`config.mk`:
```
export PLATFORM = sky130hd
export DESIGN_NAME = alu_op_sequencer
export DESIGN_NICKNAME = d
export VERILOG_FILES = /design/src/rtl/alu_op_sequencer.sv
export SDC_FILE = /design/constraint.sdc
export NUM_CORES = 1
export LEC_CHECK = 0
export CAP_MARGIN = 20
export CORE_MARGIN = 10
export CORE_UTILIZATION = 46
export DETAILED_ROUTE_END_ITERATION = 10
export GPL_TIMING_DRIVEN = 1
export HOLD_SLACK_MARGIN = 0.06
export PLACE_DENSITY = 0.85
export SETUP_SLACK_MARGIN = 0.15
export SYNTH_ARGS = -nofsm -noshare
export SYNTH_HDL_FRONTEND = slang
export SYNTH_SLANG_ARGS = --single-unit
```
`constraint.sdc`:
```
create_clock -name clock -period 4.1 [get_ports clock]
set_input_delay 0.615 -clock clock [delete_from_list [all_inputs] [get_ports clock]]
set_output_delay 0.615 -clock clock [all_outputs]
set_load 0.03 [all_outputs]
```
`src/rtl/alu_op_sequencer.sv`:
```
// Multi-cycle T-state controller for register-to-register ALU ops on the shared datapath bus.
// Drives bus select, register/Y/Z/HI/LO loads and the ALU opcode for one op at a time.
//
// state | meaning
// IDLE  | waiting for a request; bus reads the unmapped select
// TY    | source A (rb) onto the bus, load Y
// TZ    | source B (rc / immediate, or rb for unary ops) onto the bus, ALU result into Z
// TW    | Zlow written back to ra; done
// TLO   | Zlow into LO (MUL/DIV)
// THI   | Zhigh into HI; done (MUL/DIV)
module alu_op_sequencer #(
    parameter logic [4:0] SEL_ZHIGH = 5'b10010,
    parameter logic [4:0] SEL_ZLOW  = 5'b10011,
    parameter logic [4:0] SEL_IMM   = 5'b11000,
    parameter logic [4:0] SEL_IDLE  = 5'b11111,
    parameter logic [4:0] OP_MUL    = 5'b10000,
    parameter logic [4:0] OP_DIV    = 5'b01111,
    parameter logic [4:0] OP_NEG    = 5'b10001,
    parameter logic [4:0] OP_NOT    = 5'b10010
) (
    input  logic        clock,
    input  logic        clear_n,
    input  logic        req_valid,
    output logic        req_ready,
    input  logic [4:0]  req_opcode,
    input  logic [3:0]  req_ra,
    input  logic [3:0]  req_rb,
    input  logic [3:0]  req_rc,
    input  logic        req_imm,
    input  logic        abort,
    output logic [4:0]  data_select,
    output logic [15:0] r_in,
    output logic        y_in,
    output logic        z_in,
    output logic        hi_in,
    output logic        lo_in,
    output logic [4:0]  alu_op,
    output logic        busy,
    output logic        done
);

    typedef enum logic [2:0] {
        S_IDLE,
        S_TY,
        S_TZ,
        S_TW,
        S_TLO,
        S_THI
    } state_t;

    state_t     state;
    state_t     state_nxt;
    logic [4:0] op_q;
    logic [3:0] ra_q;
    logic [3:0] rb_q;
    logic [3:0] rc_q;
    logic       imm_q;
    logic       accept;
    logic       req_unary;
    logic       op_unary;
    logic       op_muldiv;

    assign accept    = req_valid && (state == S_IDLE);
    assign req_unary = (req_opcode == OP_NEG) || (req_opcode == OP_NOT);
    assign op_unary  = (op_q == OP_NEG) || (op_q == OP_NOT);
    assign op_muldiv = (op_q == OP_MUL) || (op_q == OP_DIV);

    always_ff @(posedge clock or negedge clear_n) begin
        if (!clear_n) begin
            state <= S_IDLE;
            op_q  <= 5'd0;
            ra_q  <= 4'd0;
            rb_q  <= 4'd0;
            rc_q  <= 4'd0;
            imm_q <= 1'b0;
        end else begin
            state <= state_nxt;
            if (accept) begin
                op_q  <= req_opcode;
                ra_q  <= req_ra;
                rb_q  <= req_rb;
                rc_q  <= req_rc;
                imm_q <= req_imm;
            end
        end
    end

    always_comb begin
        state_nxt   = state;
        data_select = SEL_IDLE;
        r_in        = 16'd0;
        y_in        = 1'b0;
        z_in        = 1'b0;
        hi_in       = 1'b0;
        lo_in       = 1'b0;
        alu_op      = 5'd0;
        done        = 1'b0;
        req_ready   = (state == S_IDLE);
        busy        = (state != S_IDLE);

        case (state)
            S_IDLE: begin
                if (req_valid) begin
                    state_nxt = req_unary ? S_TZ : S_TY;
                end
            end
            S_TY: begin
                data_select = {1'b0, rb_q};
                y_in        = 1'b1;
                alu_op      = op_q;
                state_nxt   = S_TZ;
            end
            S_TZ: begin
                if (op_unary) begin
                    data_select = {1'b0, rb_q};
                end else if (imm_q) begin
                    data_select = SEL_IMM;
                end else begin
                    data_select = {1'b0, rc_q};
                end
                z_in      = 1'b1;
                alu_op    = op_q;
                state_nxt = op_muldiv ? S_TLO : S_TW;
            end
            S_TW: begin
                data_select = SEL_ZLOW;
                r_in        = 16'd1 << ra_q;
                alu_op      = op_q;
                done        = 1'b1;
                state_nxt   = S_IDLE;
            end
            S_TLO: begin
                data_select = SEL_ZLOW;
                lo_in       = 1'b1;
                alu_op      = op_q;
                state_nxt   = S_THI;
            end
            S_THI: begin
                data_select = SEL_ZHIGH;
                hi_in       = 1'b1;
                alu_op      = op_q;
                done        = 1'b1;
                state_nxt   = S_IDLE;
            end
            default: begin
                state_nxt = S_IDLE;
            end
        endcase

        // Abort only suppresses side effects; select and opcode stay visible for that cycle.
        if (abort && (state != S_IDLE)) begin
            r_in      = 16'd0;
            y_in      = 1'b0;
            z_in      = 1'b0;
            hi_in     = 1'b0;
            lo_in     = 1'b0;
            done      = 1'b0;
            state_nxt = S_IDLE;
        end
    end

endmodule
```
==> Yosys cells after proc, flatten, opt, wreduce, memory -nomap -nowiden <==
Index checks and enable logic that the tools add are counted.
{ "word_totals": {"ram_bits": 0, "out_inout_bits": 33, "latchBits": 0, "inputBits": 22, "n_memories": 0, "rom_bits": 0, "wordCells": 50, "reg_bits": 21} }
{ "op_classes": {"shift": 1, "div": 0, "order_cmp": 0, "mul": 0, "eq_ne": 12, "n_reduce_logical": 10, "n_addsub": 0, "n_mux": 21, "n_bitwise": 0} }
{ "ops": {"columns": ["cell", "count"], "rows": [
  ["$mux W16", 2],
  ["$eq A5 B5 Y1 const B", 5],
  ["$pmux W5 S4", 1],
  ["$shl A1 B4 Y16 const A", 1],
  ["$mux W5", 3],
  ["$pmux W3 S4", 1],
  ["$mux W1", 10],
  ["$mux W3", 3],
  ["$eq A3 B2 Y1 const B", 2],
  ["$eq A3 B3 Y1 const B", 2],
  ["$eq A5 B4 Y1 const B", 1],
  ["$reduce_or A5 Y1", 1],
  ["$reduce_or A2 Y1", 2],
  ["$eq A3 B1 Y1 const B", 1],
  ["$logic_not A3 Y1", 1],
  ["$logic_or A1 B1 Y1", 3],
  ["$ne A3 B2 Y1 const B", 1],
  ["$reduce_bool A3 Y1", 1],
  ["$logic_and A1 B1 Y1", 2],
  ["$mux W2", 1]
]} }

==> Logic depth before layout (Yosys ltp) <==
{ "depth": {"depth_word": 6, "ltp_mapped": 5, "depth_no_buf": 4} }

==> Worst setup path before layout <==
Ideal clock, no wire load.
{ "synth_path": {"path_kind": "input -> output", "start": "in abort", "end": "out r_in[0]", "t_arrival_ns": 1.894, "t_required_ns": 3.485, "n_path_buf": 1, "slack_ns": 1.591, "cell_stages": 5, "cell_sequence": "or2_1 > buf_2 > nor3_2 > nand2b_1 > nor3_1"} }
{ "synth_via": {"elab_chain_len": 2} }
{ "synth_lines": {"columns": ["element", "line", "text"], "rows": [
  ["start: declaration", "30", "input logic abort,"],
  ["$logic_and A1 B1 Y1", "151", "if (abort && (state != S_IDLE)) begin"],
  ["$mux W16", "151", null],
  ["end: declaration", "32", "output logic [15:0] r_in,"]
]} }
Every way passes these cells.

==> Worst setup path after layout <==
{ "layout_path": {"start": "in abort", "end": "out r_in[12]"} }
Same word-level chain as after synthesis.

==> run metrics <==
status completed; row cnt 19; Post-synth top flop dfrtp_1; placed cell area 1890 um^2; Int Power 0.766 mW; largest cells by area after synthesis dfrtp_1, mux2_4, mux2_2; # Post-CTS Setup Buffers 0; Crit path arrival time 2640 ps; power per cell area 742 nW/um^2; Syn Nets 159; worst-skew pair later-pin latency 300 ps; largest net degree at the start of global routing 22; Peak supply drop 0.632 mV; Filler cells 215; post-synth top area cell dfrtp_1; starting density of the core 48.5%; first-pass GRT wire length 6070 um; core area 2780 um^2; # resized after CTS 0; drc violations 0; Max Clock Freq 307 MHz; vias per cell 5.48; period utilisation layout 79.4%; async set-reset flop share out of synthesis 100%; kind of critical path in -> out; initial antenna violation count 0; # setup viols final 0; Synth top area share 39.0%; Max-Cap Viols 0; Final GP Congestion 0.830; clk buf depth 2; H-tree levels 1; CP Launch Type primary input; clock skew 7.59 ps; vias in the first global route 1,261; FF+latch count, synth 21; worst slew pin tran 953 ps; Worst slew margin 36.2%; Vias 1,210; Switching Fraction 46.1%; Avg Cell Area, Syn 9.85 um^2; cells on worst reg2reg path 4; unrepaired setup endpoints after global routing false; gr ovfl total 0; 1st-iter DRT viols 75; sequential share of the synthesized area 39.0%; Gate Count Post-Synth 137; chip height 74.2 um; Die W 74.2 um; synthesis-to-layout area growth 42.1%; worst hold stages 1; TritonCTS Buffers 3; Pleak 0.790 nW; TritonCTS clock tree done; sequential share of power 31.7%; Max FO, Critical Path 6; NetSw 0.657 mW; top post-synthesis cells by count nor2_1, dfrtp_1, a21oi_1; fin area 1920 um^2; clock sinks 21; post-cts hold buffer count 0; max-slew violation count 0; Routed Antenna Nets 0; Hold Crit Class reg -> reg; GRT Total Usage 13.8%; Fin. Hold Viols 0; Synth warnings 0; Wirelength per Cell 17.0 um; Mapped Area 1350 um^2; number of port buffers 54; clk slew on worst S/H paths 120 ps; most frequent cell after synthesis nor2_1; DPL Wire Length 3050 um; post-route setup TNS 0 ps; number of diodes 0; Total Routed Length 3750 um; EDFF count, synth 0; Critical Path RT 3480 ps; Clock Tree Root clkbuf_4; Setup crit end kind primary output; IO Count 55; clock group share of total power 7.0%; fraction of layout cells with a size suffix above 1 14.2%; DR pass1 iterations 4; Die ar. 5500 um^2; Net count, final 213; crit path time final 3260 ps; Comb power frac 61.3%; Synth cell types 37
[state kept, by name, indices dropped and copies added (netlist names)]
register / count
op_q: 5
ra_q: 4
rb_q: 4
rc_q: 4
state: 3
imm_q: 1
[worst max-delay path: stages]
cell and delay, ps:
clkdlybuf4s50_1 450, or2_1 300, nor2_1 170, nand3_1 170, nor3_1 210, clkdlybuf4s50_1 720
[cells in the final DEF (no fill, tap or decap), types with 2 or more instances in the layout]
cell type	synthesis	routed
a21o_1	2	2
a21oi_1	13	13
and2_1	5	5
clkbuf_4	0	3
clkdlybuf4s50_1	0	54
dfrtp_1	21	21
inv_1	4	4
mux2_2	8	8
mux2_4	10	10
mux2i_1	3	3
nand2_1	4	4
nand2b_1	8	8
nor2_1	23	23
nor2b_1	3	3
nor3_1	5	5
o21ai_0	3	3
[power groups by stage]
stage	registers, mW	logic (mW)	clock network (mW)
2_1_floorplan	0.394	0.647	0
5_1_grt	0.476	0.937	0.111
3_5_place_dp	0.453	0.877	0
6_report	0.451	0.872	0.0997
3_3_place_gp	0.445	0.856	0
4_1_cts	0.449	0.883	0.103
[kinds of logic after synthesis]
logic type	share of synthesized area, %
AO/OA/AOI/OAI	11.8
XOR/XNOR	1.30
buffers and inverters	4.27
flip-flops	39.0
multiplexers	20.0
AND/OR/NAND/NOR	23.7
[area by class of cell]
type                       instances  area [um^2]  share of cell area, %
timing repair buffer              54          541                   28.2
inverter                           5         18.8                  0.979
multi-input combinational        106          766                   39.9
clock inverter                     1         5.00                  0.261
tap                               31         38.8                   2.02
clock buffer                       3         22.5                   1.17
sequential                        21          526                   27.4
[path summary, 6_finish.rpt]
kind	startpoint	end	slack, ps
hold / removal	rc_q[0]	rc_q[0]	520
hold reg to reg	rc_q[0]	rc_q[0]	520
setup reg to reg	state[1]	rc_q[2]	2310
min in group asynchronous	clear_n	rc_q[2]	820
max in group asynchronous	clear_n	ra_q[0]	2690
setup / recovery	abort	r_in[12]	840
[per-stage QoR]
step / instances / worst slack, ps / util (%) / power (mW) / hold slack (ps)
2_1_floorplan: 137 / 1590 / - / 1.04 / 319
3_3_place_gp: 217 / 956 / 67.9 / 1.30 / 486
3_5_place_dp: 217 / 831 / 67.9 / 1.33 / 493
4_1_cts: 221 / 825 / 68.9 / 1.44 / 521
5_1_grt: 221 / 617 / 68.9 / 1.52 / 547
6_report: 221 / 844 / 68.9 / 1.42 / 515
[layer usage]
layer	routed length [um]	vias to the layer above	part of all wire, %	global-route usage [%]
li1	-	589	-	-
met1	1420	582	38	16.0
met2	2040	37	54	24.2
met3	272	2	7.3	4.12
met4	16	0	0.43	3.11
met5	0	-	0	0
(Power assumes the default switching activity.)
